[src/rtl/exu_bjp_rslv_if.sv]
// Request/response bundle between the BJP issue path, the resolution unit and commit/writeback.
interface exu_bjp_rslv_if #(
  parameter int XLEN    = 32,
  parameter int PC_SIZE = 32
);
  logic               bjp_i_valid;
  logic               bjp_i_ready;
  logic [XLEN-1:0]    bjp_i_rs1;
  logic [XLEN-1:0]    bjp_i_rs2;
  logic [XLEN-1:0]    bjp_i_imm;
  logic [PC_SIZE-1:0] bjp_i_pc;
  logic [5:0]         bjp_i_cmp;
  logic               bjp_i_bxx;
  logic               bjp_i_jump;
  logic               bjp_i_jalr;
  logic               bjp_i_rv32;
  logic               bjp_i_bprdt;
  logic               bjp_i_mret;
  logic               bjp_i_dret;
  logic               bjp_i_fencei;
  logic               bjp_i_flush;

  logic               bjp_o_valid;
  logic               bjp_o_ready;
  logic [XLEN-1:0]    bjp_o_wbck_dat;
  logic               bjp_o_wbck_en;
  logic               bjp_o_cmt_bjp;
  logic               bjp_o_cmt_mret;
  logic               bjp_o_cmt_dret;
  logic               bjp_o_cmt_fencei;
  logic               bjp_o_cmt_prdt;
  logic               bjp_o_cmt_rslv;
  logic               bjp_o_cmt_mispred;
  logic [PC_SIZE-1:0] bjp_o_flush_pc;

  // The resolution unit itself.
  modport slave (
    input  bjp_i_valid, bjp_i_rs1, bjp_i_rs2, bjp_i_imm, bjp_i_pc, bjp_i_cmp,
           bjp_i_bxx, bjp_i_jump, bjp_i_jalr, bjp_i_rv32, bjp_i_bprdt,
           bjp_i_mret, bjp_i_dret, bjp_i_fencei, bjp_i_flush, bjp_o_ready,
    output bjp_i_ready, bjp_o_valid, bjp_o_wbck_dat, bjp_o_wbck_en,
           bjp_o_cmt_bjp, bjp_o_cmt_mret, bjp_o_cmt_dret, bjp_o_cmt_fencei,
           bjp_o_cmt_prdt, bjp_o_cmt_rslv, bjp_o_cmt_mispred, bjp_o_flush_pc
  );

  // Issue side plus commit/writeback side, as seen from outside the unit.
  modport master (
    output bjp_i_valid, bjp_i_rs1, bjp_i_rs2, bjp_i_imm, bjp_i_pc, bjp_i_cmp,
           bjp_i_bxx, bjp_i_jump, bjp_i_jalr, bjp_i_rv32, bjp_i_bprdt,
           bjp_i_mret, bjp_i_dret, bjp_i_fencei, bjp_i_flush, bjp_o_ready,
    input  bjp_i_ready, bjp_o_valid, bjp_o_wbck_dat, bjp_o_wbck_en,
           bjp_o_cmt_bjp, bjp_o_cmt_mret, bjp_o_cmt_dret, bjp_o_cmt_fencei,
           bjp_o_cmt_prdt, bjp_o_cmt_rslv, bjp_o_cmt_mispred, bjp_o_flush_pc
  );
endinterface

[src/rtl/exu_bjp_rslv.sv]
// Branch/jump resolution with private comparator/adders and an OBUF_DEPTH-entry output buffer.
// Optional taken/mispredict statistics counters are enabled by defining E203_BJP_STAT_EN.
module exu_bjp_rslv #(
  parameter int XLEN       = 32,
  parameter int PC_SIZE    = 32,
  parameter int OBUF_DEPTH = 2
) (
  input  logic        clk,
  input  logic        rst_n,
`ifdef E203_BJP_STAT_EN
  output logic [31:0] bjp_stat_taken_cnt,
  output logic [31:0] bjp_stat_mispred_cnt,
`endif
  exu_bjp_rslv_if.slave bjp_if
);

  localparam int PTR_W = (OBUF_DEPTH > 1) ? $clog2(OBUF_DEPTH) : 1;
  localparam int CNT_W = 2;

  typedef struct packed {
    logic [XLEN-1:0]    wbck_dat;
    logic               wbck_en;
    logic               bjp;
    logic               mret;
    logic               dret;
    logic               fencei;
    logic               prdt;
    logic               rslv;
    logic               mispred;
    logic [PC_SIZE-1:0] flush_pc;
  } ent_t;

  function automatic logic [PTR_W-1:0] ptr_inc(input logic [PTR_W-1:0] p);
    return (p == PTR_W'(OBUF_DEPTH - 1)) ? '0 : p + PTR_W'(1);
  endfunction

`ifdef E203_BJP_STAT_EN
  function automatic logic [31:0] sat_inc(input logic [31:0] v);
    return (&v) ? v : v + 32'd1;
  endfunction
`endif

  // Resolve stage: direction, target and link from the incoming request
  logic signed [XLEN-1:0] rs1_s, rs2_s, imm_s;
  logic                   cmp_eq, cmp_lt, cmp_ltu, cmp_hit, rslv;
  logic [5:0]             cmp_vec;
  logic [PC_SIZE-1:0]     tgt_base, tgt_sum, tgt, link_pc;
  ent_t                   ent_d;

  assign rs1_s   = bjp_if.bjp_i_rs1;
  assign rs2_s   = bjp_if.bjp_i_rs2;
  assign imm_s   = bjp_if.bjp_i_imm;

  assign cmp_eq  = (bjp_if.bjp_i_rs1 == bjp_if.bjp_i_rs2);
  assign cmp_lt  = (rs1_s < rs2_s);
  assign cmp_ltu = (bjp_if.bjp_i_rs1 < bjp_if.bjp_i_rs2);
  assign cmp_vec = {~cmp_ltu, cmp_ltu, ~cmp_lt, cmp_lt, ~cmp_eq, cmp_eq};
  assign cmp_hit = |(bjp_if.bjp_i_cmp & cmp_vec);
  assign rslv    = bjp_if.bjp_i_jump | (bjp_if.bjp_i_bxx & cmp_hit);

  assign tgt_base = bjp_if.bjp_i_jalr ? PC_SIZE'(bjp_if.bjp_i_rs1) : bjp_if.bjp_i_pc;
  assign tgt_sum  = tgt_base + PC_SIZE'(imm_s);
  assign tgt      = bjp_if.bjp_i_jalr ? {tgt_sum[PC_SIZE-1:1], 1'b0} : tgt_sum;
  assign link_pc  = bjp_if.bjp_i_pc + (bjp_if.bjp_i_rv32 ? PC_SIZE'(4) : PC_SIZE'(2));

  always_comb begin
    ent_d          = '0;
    ent_d.wbck_dat = XLEN'(link_pc);
    ent_d.wbck_en  = bjp_if.bjp_i_jump;
    ent_d.bjp      = bjp_if.bjp_i_bxx | bjp_if.bjp_i_jump;
    ent_d.mret     = bjp_if.bjp_i_mret;
    ent_d.dret     = bjp_if.bjp_i_dret;
    ent_d.fencei   = bjp_if.bjp_i_fencei;
    ent_d.prdt     = bjp_if.bjp_i_bprdt;
    ent_d.rslv     = rslv;
    ent_d.mispred  = (bjp_if.bjp_i_bxx | bjp_if.bjp_i_jump) & (bjp_if.bjp_i_bprdt != rslv);
    ent_d.flush_pc = rslv ? tgt : link_pc;
  end

  // Buffer stage: circular entry store, pointers and occupancy
  ent_t             ent_q [OBUF_DEPTH];
  logic [CNT_W-1:0] cnt_q, cnt_d;
  logic [PTR_W-1:0] rd_ptr_q, rd_ptr_d, wr_ptr_q, wr_ptr_d;
  logic             i_rdy, o_vld, push, pop;
  ent_t             head;

  assign i_rdy = (cnt_q < CNT_W'(OBUF_DEPTH));
  assign o_vld = (cnt_q != '0);
  assign push  = bjp_if.bjp_i_valid & i_rdy;
  assign pop   = o_vld & bjp_if.bjp_o_ready;

  always_comb begin
    cnt_d    = cnt_q;
    rd_ptr_d = rd_ptr_q;
    wr_ptr_d = wr_ptr_q;
    if (bjp_if.bjp_i_flush) begin
      cnt_d    = '0;
      rd_ptr_d = '0;
      wr_ptr_d = '0;
    end else begin
      if (push) wr_ptr_d = ptr_inc(wr_ptr_q);
      if (pop)  rd_ptr_d = ptr_inc(rd_ptr_q);
      case ({push, pop})
        2'b10:   cnt_d = cnt_q + CNT_W'(1);
        2'b01:   cnt_d = cnt_q - CNT_W'(1);
        default: cnt_d = cnt_q;
      endcase
    end
  end

  always_ff @(posedge clk or negedge rst_n) begin
    if (!rst_n) begin
      cnt_q    <= '0;
      rd_ptr_q <= '0;
      wr_ptr_q <= '0;
      for (int i = 0; i < OBUF_DEPTH; i++) ent_q[i] <= '0;
    end else begin
      cnt_q    <= cnt_d;
      rd_ptr_q <= rd_ptr_d;
      wr_ptr_q <= wr_ptr_d;
      // A flushed cycle drops the offered request entirely.
      if (push && !bjp_if.bjp_i_flush) ent_q[wr_ptr_q] <= ent_d;
    end
  end

  // Output stage: everything comes from the head entry registers
  assign head = ent_q[rd_ptr_q];

  assign bjp_if.bjp_i_ready       = i_rdy;
  assign bjp_if.bjp_o_valid       = o_vld;
  assign bjp_if.bjp_o_wbck_dat    = head.wbck_dat;
  assign bjp_if.bjp_o_wbck_en     = head.wbck_en & o_vld;
  assign bjp_if.bjp_o_cmt_bjp     = head.bjp;
  assign bjp_if.bjp_o_cmt_mret    = head.mret;
  assign bjp_if.bjp_o_cmt_dret    = head.dret;
  assign bjp_if.bjp_o_cmt_fencei  = head.fencei;
  assign bjp_if.bjp_o_cmt_prdt    = head.prdt;
  assign bjp_if.bjp_o_cmt_rslv    = head.rslv;
  assign bjp_if.bjp_o_cmt_mispred = head.mispred & o_vld;
  assign bjp_if.bjp_o_flush_pc    = head.flush_pc;

`ifdef E203_BJP_STAT_EN
  logic [31:0] stat_taken_q, stat_mispred_q;

  always_ff @(posedge clk or negedge rst_n) begin
    if (!rst_n) begin
      stat_taken_q   <= '0;
      stat_mispred_q <= '0;
    end else if (pop) begin
      if (head.rslv)    stat_taken_q   <= sat_inc(stat_taken_q);
      if (head.mispred) stat_mispred_q <= sat_inc(stat_mispred_q);
    end
  end

  assign bjp_stat_taken_cnt   = stat_taken_q;
  assign bjp_stat_mispred_cnt = stat_mispred_q;
`endif

endmodule

[src/flat_wrapper.sv]
// flat-port wrapper written by rule: the top's interface ports become plain ports
module exu_bjp_rslv_flat 
#(
  parameter int XLEN       = 32,
  parameter int PC_SIZE    = 32,
  parameter int OBUF_DEPTH = 2
)
  (clk, rst_n, bjp_if_bjp_i_valid, bjp_if_bjp_i_rs1, bjp_if_bjp_i_rs2, bjp_if_bjp_i_imm, bjp_if_bjp_i_pc, bjp_if_bjp_i_cmp, bjp_if_bjp_i_bxx, bjp_if_bjp_i_jump, bjp_if_bjp_i_jalr, bjp_if_bjp_i_rv32, bjp_if_bjp_i_bprdt, bjp_if_bjp_i_mret, bjp_if_bjp_i_dret, bjp_if_bjp_i_fencei, bjp_if_bjp_i_flush, bjp_if_bjp_o_ready, bjp_if_bjp_i_ready, bjp_if_bjp_o_valid, bjp_if_bjp_o_wbck_dat, bjp_if_bjp_o_wbck_en, bjp_if_bjp_o_cmt_bjp, bjp_if_bjp_o_cmt_mret, bjp_if_bjp_o_cmt_dret, bjp_if_bjp_o_cmt_fencei, bjp_if_bjp_o_cmt_prdt, bjp_if_bjp_o_cmt_rslv, bjp_if_bjp_o_cmt_mispred, bjp_if_bjp_o_flush_pc);
  exu_bjp_rslv_if #(.XLEN(XLEN), .PC_SIZE(PC_SIZE)) bjp_if_i ();
  input  logic clk;
  input  logic rst_n;
  input wire logic [$bits(bjp_if_i.bjp_i_valid)-1:0] bjp_if_bjp_i_valid;
  input wire logic [$bits(bjp_if_i.bjp_i_rs1)-1:0] bjp_if_bjp_i_rs1;
  input wire logic [$bits(bjp_if_i.bjp_i_rs2)-1:0] bjp_if_bjp_i_rs2;
  input wire logic [$bits(bjp_if_i.bjp_i_imm)-1:0] bjp_if_bjp_i_imm;
  input wire logic [$bits(bjp_if_i.bjp_i_pc)-1:0] bjp_if_bjp_i_pc;
  input wire logic [$bits(bjp_if_i.bjp_i_cmp)-1:0] bjp_if_bjp_i_cmp;
  input wire logic [$bits(bjp_if_i.bjp_i_bxx)-1:0] bjp_if_bjp_i_bxx;
  input wire logic [$bits(bjp_if_i.bjp_i_jump)-1:0] bjp_if_bjp_i_jump;
  input wire logic [$bits(bjp_if_i.bjp_i_jalr)-1:0] bjp_if_bjp_i_jalr;
  input wire logic [$bits(bjp_if_i.bjp_i_rv32)-1:0] bjp_if_bjp_i_rv32;
  input wire logic [$bits(bjp_if_i.bjp_i_bprdt)-1:0] bjp_if_bjp_i_bprdt;
  input wire logic [$bits(bjp_if_i.bjp_i_mret)-1:0] bjp_if_bjp_i_mret;
  input wire logic [$bits(bjp_if_i.bjp_i_dret)-1:0] bjp_if_bjp_i_dret;
  input wire logic [$bits(bjp_if_i.bjp_i_fencei)-1:0] bjp_if_bjp_i_fencei;
  input wire logic [$bits(bjp_if_i.bjp_i_flush)-1:0] bjp_if_bjp_i_flush;
  input wire logic [$bits(bjp_if_i.bjp_o_ready)-1:0] bjp_if_bjp_o_ready;
  output wire logic [$bits(bjp_if_i.bjp_i_ready)-1:0] bjp_if_bjp_i_ready;
  output wire logic [$bits(bjp_if_i.bjp_o_valid)-1:0] bjp_if_bjp_o_valid;
  output wire logic [$bits(bjp_if_i.bjp_o_wbck_dat)-1:0] bjp_if_bjp_o_wbck_dat;
  output wire logic [$bits(bjp_if_i.bjp_o_wbck_en)-1:0] bjp_if_bjp_o_wbck_en;
  output wire logic [$bits(bjp_if_i.bjp_o_cmt_bjp)-1:0] bjp_if_bjp_o_cmt_bjp;
  output wire logic [$bits(bjp_if_i.bjp_o_cmt_mret)-1:0] bjp_if_bjp_o_cmt_mret;
  output wire logic [$bits(bjp_if_i.bjp_o_cmt_dret)-1:0] bjp_if_bjp_o_cmt_dret;
  output wire logic [$bits(bjp_if_i.bjp_o_cmt_fencei)-1:0] bjp_if_bjp_o_cmt_fencei;
  output wire logic [$bits(bjp_if_i.bjp_o_cmt_prdt)-1:0] bjp_if_bjp_o_cmt_prdt;
  output wire logic [$bits(bjp_if_i.bjp_o_cmt_rslv)-1:0] bjp_if_bjp_o_cmt_rslv;
  output wire logic [$bits(bjp_if_i.bjp_o_cmt_mispred)-1:0] bjp_if_bjp_o_cmt_mispred;
  output wire logic [$bits(bjp_if_i.bjp_o_flush_pc)-1:0] bjp_if_bjp_o_flush_pc;
  assign bjp_if_i.bjp_i_valid = bjp_if_bjp_i_valid;
  assign bjp_if_i.bjp_i_rs1 = bjp_if_bjp_i_rs1;
  assign bjp_if_i.bjp_i_rs2 = bjp_if_bjp_i_rs2;
  assign bjp_if_i.bjp_i_imm = bjp_if_bjp_i_imm;
  assign bjp_if_i.bjp_i_pc = bjp_if_bjp_i_pc;
  assign bjp_if_i.bjp_i_cmp = bjp_if_bjp_i_cmp;
  assign bjp_if_i.bjp_i_bxx = bjp_if_bjp_i_bxx;
  assign bjp_if_i.bjp_i_jump = bjp_if_bjp_i_jump;
  assign bjp_if_i.bjp_i_jalr = bjp_if_bjp_i_jalr;
  assign bjp_if_i.bjp_i_rv32 = bjp_if_bjp_i_rv32;
  assign bjp_if_i.bjp_i_bprdt = bjp_if_bjp_i_bprdt;
  assign bjp_if_i.bjp_i_mret = bjp_if_bjp_i_mret;
  assign bjp_if_i.bjp_i_dret = bjp_if_bjp_i_dret;
  assign bjp_if_i.bjp_i_fencei = bjp_if_bjp_i_fencei;
  assign bjp_if_i.bjp_i_flush = bjp_if_bjp_i_flush;
  assign bjp_if_i.bjp_o_ready = bjp_if_bjp_o_ready;
  assign bjp_if_bjp_i_ready = bjp_if_i.bjp_i_ready;
  assign bjp_if_bjp_o_valid = bjp_if_i.bjp_o_valid;
  assign bjp_if_bjp_o_wbck_dat = bjp_if_i.bjp_o_wbck_dat;
  assign bjp_if_bjp_o_wbck_en = bjp_if_i.bjp_o_wbck_en;
  assign bjp_if_bjp_o_cmt_bjp = bjp_if_i.bjp_o_cmt_bjp;
  assign bjp_if_bjp_o_cmt_mret = bjp_if_i.bjp_o_cmt_mret;
  assign bjp_if_bjp_o_cmt_dret = bjp_if_i.bjp_o_cmt_dret;
  assign bjp_if_bjp_o_cmt_fencei = bjp_if_i.bjp_o_cmt_fencei;
  assign bjp_if_bjp_o_cmt_prdt = bjp_if_i.bjp_o_cmt_prdt;
  assign bjp_if_bjp_o_cmt_rslv = bjp_if_i.bjp_o_cmt_rslv;
  assign bjp_if_bjp_o_cmt_mispred = bjp_if_i.bjp_o_cmt_mispred;
  assign bjp_if_bjp_o_flush_pc = bjp_if_i.bjp_o_flush_pc;
  exu_bjp_rslv #(.XLEN(XLEN), .PC_SIZE(PC_SIZE), .OBUF_DEPTH(OBUF_DEPTH)) u_core (.clk(clk), .rst_n(rst_n), .bjp_if(bjp_if_i));
endmodule
[config.mk]
export PLATFORM = sky130hd
export DESIGN_NAME = exu_bjp_rslv_flat
export DESIGN_NICKNAME = d
export VERILOG_FILES = /design/src/rtl/exu_bjp_rslv_if.sv /design/src/rtl/exu_bjp_rslv.sv /design/src/flat_wrapper.sv
export SDC_FILE = /design/constraint.sdc
export NUM_CORES = 1
export LEC_CHECK = 0
export CORE_UTILIZATION = 57
export CTS_BUF_LIST = sky130_fd_sc_hd__clkbuf_16
export CTS_CLUSTER_SIZE = 14
export DETAILED_ROUTE_END_ITERATION = 12
export PLACE_DENSITY = 0.88
export SYNTH_ARGS = -nofsm -noshare
export SYNTH_HDL_FRONTEND = slang
export SYNTH_SLANG_ARGS = --single-unit
[constraint.sdc]
create_clock -name clk -period 4.7 [get_ports clk]
set_input_delay 0.94 -clock clk [delete_from_list [all_inputs] [get_ports clk]]
set_output_delay 0.94 -clock clk [all_outputs]
set_load 0.005 [all_outputs]
==> out/metrics.cfg <==
[synthesis]
ys_async_sr_fraction_pct = 100
synthSimpleGateAreaFrac_pct = 16.7
yosys.area_share.xor_xnor_pct = 4.75
ys.flop_type = dfrtp_1
seq_area_frac_synth_pct = 35.2
synth_top_family_by_area = compound AO/OA/AOI/OAI gates
yosys.cell_types.count = 73
synth-adder-area-share_pct = 8.11
synth_edf_count = 0
synth_nets = 1390
muxShareOfSynthArea_pct = 12.9
synthCells = 1176
synth_area_sq_um = 10500
ys_seq_elements = 148
ys_warn_count = 0
synth_compound_area_share_pct = 18.1
synth_area_per_cell_sq_um = 8.95

[grt]
grt_pass1_wl_mm = 48.9
grt_antenna_before_repair = 0
grt_pass1_vias = 9527
met2_usage_pct = 53.9
use_met1_pct = 46.3
top_usage_layer = met2
grt_max_degree = 123
grt-ovfl-total = 0
met3_usage_pct = 5.56
grt_usage_pct = 33.6

[die]
start_util_pct = 58.4
die_w_um = 138
num_rows = 49
die_y_um = 138
pin_count = 221
core_area_sq_um = 18000
dieArea_sq_um = 19000

[sta]
fmax_mhz = 240
period_share_pct = 88.8
rsz0062_at_grt = false
slew_headroom_pct = 27.5
skew_ns = 0.00399
setup_viol = 0
tightest_slew_ns = 1.09
period_minus_slack_ns = 4.17
final-hold-violation-count = 0
slew_viol_final = 0
fin_setup_tns_ns = 0

[routing]
wl_mm = 31.1
final_antenna_net_count = 0
route.detailed.drc = 0
dr.pass1.iters = 5
vias = 9859
wl_per_cell_um = 19.2
drt_iter0_drc = 762
vias_per_cell = 6.08

[cts]
numCtsBuffers = 17
htreeDepth = 4
cts_setup_buffers = 0
cts_resized = 0
clk_path_buf_depth = 2
cts_tree = done
clock-sinks = 148
holdBufCountCts = 0
path_clk_slew_ns = 0.06
cts-root-buf = clkbuf_16
clk_latency_ns = 0.42

[layout]
layout.nets = 1593
final_cell_mix = clkdlybuf4s50_1 (219), nand2_1 (195), dfrtp_1 (147)
fillers = 1243
areaGrowthSynthToFinish_pct = 28.6
design_area_sq_um = 13500
multi_input_area_sq_um = 6400
final_common_cell = clkdlybuf4s50_1
instances_no_fill = 1621
drive_above_1_share_pct = 14.1
antenna_cells = 0
final-seq-area_sq_um = 3700

[critical_path]
critical_path.max_fanout = 6
endpoint_kind = register
worstPathArrival_ns = 4.46
start_kind = input port
required_ns = 4.99
critical_path_class = input port to register

[placement]
gp_congestion = 0.950
place_area_sq_um = 13000
dp.cells = 1589
dp_hpwl_mm = 23.3
io_buffers = 220

[pwr]
power_frac_comb_pct = 37.6
p_int_mw = 3.42
swShare_pct = 32.4
p_switching_mw = 1.64
p_per_area_nw_per_um2 = 374
irDropWorstVdd_uv = 388
pwr-share-clk_pct = 25.8
p_leak_nw = 6.06
seq_power_share_pct = 36.6

[min_path]
hp-class = register to register

[job]
maxCapViolations = 0

[run_status]
status = finished clean

[worst max-delay path, stage by stage]
cell             delay (ns)
clkdlybuf4s50_1        0.59
buf_4                  0.20
mux2i_1                0.30
inv_1                  0.09
ha_1                   0.31
a211oi_1               0.49
o41ai_1                0.16
a31oi_1                0.19
buf_4                  0.17
a21oi_2                0.09
a211oi_1               0.23
buf_4                  0.18
nor4_1                 0.05
a311oi_1               0.34
o21ai_0                0.13
[synthesized netlist by cell type (13+ instances only)]
master      n  share of area (%)
nand2_1   196                7.0
mux2_2     98                 10
inv_1      53                1.9
nand3_1    26                1.2
clkbuf_1   44                1.6
nor3_1     13               0.62
ha_1       65                7.7
a22oi_1    15                1.1
a211oi_1   20                1.4
a21oi_1    48                2.3
o21ai_0    97                4.6
dfrtp_1   148                 35
xor2_1     34                2.8
a21o_1     19                1.4
nor2_1     65                2.3
o21ai_1    20               0.95
xnor2_1    23                1.9
[metal layers]
| layer | vias to the layer above | share of wire [%] | routed length [um] |
|---|---|---|---|
| li1 | 4599 | - | - |
| met1 | 4759 | 44 | 13500 |
| met2 | 459 | 47 | 14500 |
| met3 | 42 | 7.8 | 2410 |
| met4 | 0 | 2.0 | 613 |
| met5 | - | 0 | 0 |
[cell families (layout without fill, tap and decap cells)]
| family | after synthesis | count (layout) |
|---|---|---|
| and+or+nand+nor | 378 | 378 |
| AOI/OAI and AO/OA | 298 | 298 |
| DFF | 148 | 148 |
| muxes | 118 | 118 |
| buffers and inverters | 110 | 326 |
| adders and majority gates | 67 | 67 |
| xor gates and xnor gates | 57 | 57 |
[layout make-up]
| cell class | count | area share, % |
|---|---|---|
| Tap cell | 229 | 2.12 |
| Timing Repair Buffer | 241 | 17.5 |
| Inverter | 53 | 1.47 |
| Multi-Input combinational cell | 918 | 47.3 |
| Clock buffer | 17 | 3.14 |
| Sequential cell | 148 | 27.4 |
| Clock inverter | 15 | 1.05 |
[worst paths after layout]
check	startpoint	endpoint	slack, ns	depth (start not counted)
worst max-delay path	bjp_if_bjp_i_jalr	u_core.ent_q[29]	0.53	15
worst min-delay path	u_core.ent_q[142]	u_core.ent_q[142]	0.47	1
worst max register to register	u_core.cnt_q[1]	u_core.ent_q[5]	2.36	8
worst min register to register	u_core.ent_q[142]	u_core.ent_q[142]	0.47	1
max in group asynchronous	rst_n	u_core.ent_q[40]	3.04	2
min in group asynchronous	rst_n	u_core.ent_q[37]	0.69	1
[power by group through the flow]
stage	sequential [mW]	clock, mW	combinational (mW)
finish	1.85	1.31	1.90
global route	1.89	1.36	2.07
CTS	1.84	1.30	1.89
detailed placement	1.86	0	1.86
global placement	1.82	0	1.82
floorplan	1.79	0	1.06
[through the flow]
stage	setup WS, ns	total power, mW	utilization, %	hold slack (ns)
3_3_place_gp	0.243	3.64	71.9	0.452
4_1_cts	0.592	5.04	75.0	0.477
2_1_floorplan	0.490	2.86	-	0.440
6_report	0.528	5.06	75.0	0.473
5_1_grt	0.298	5.32	75.0	0.496
3_5_place_dp	0.165	3.72	71.9	0.459
[flip-flops by register name (all words and copies together) (netlist names)]
name,count
u_core.wr_ptr_q,1
u_core.rd_ptr_q,1
u_core.cnt_q,2
u_core.ent_q,144
(Power assumes the default switching activity.)
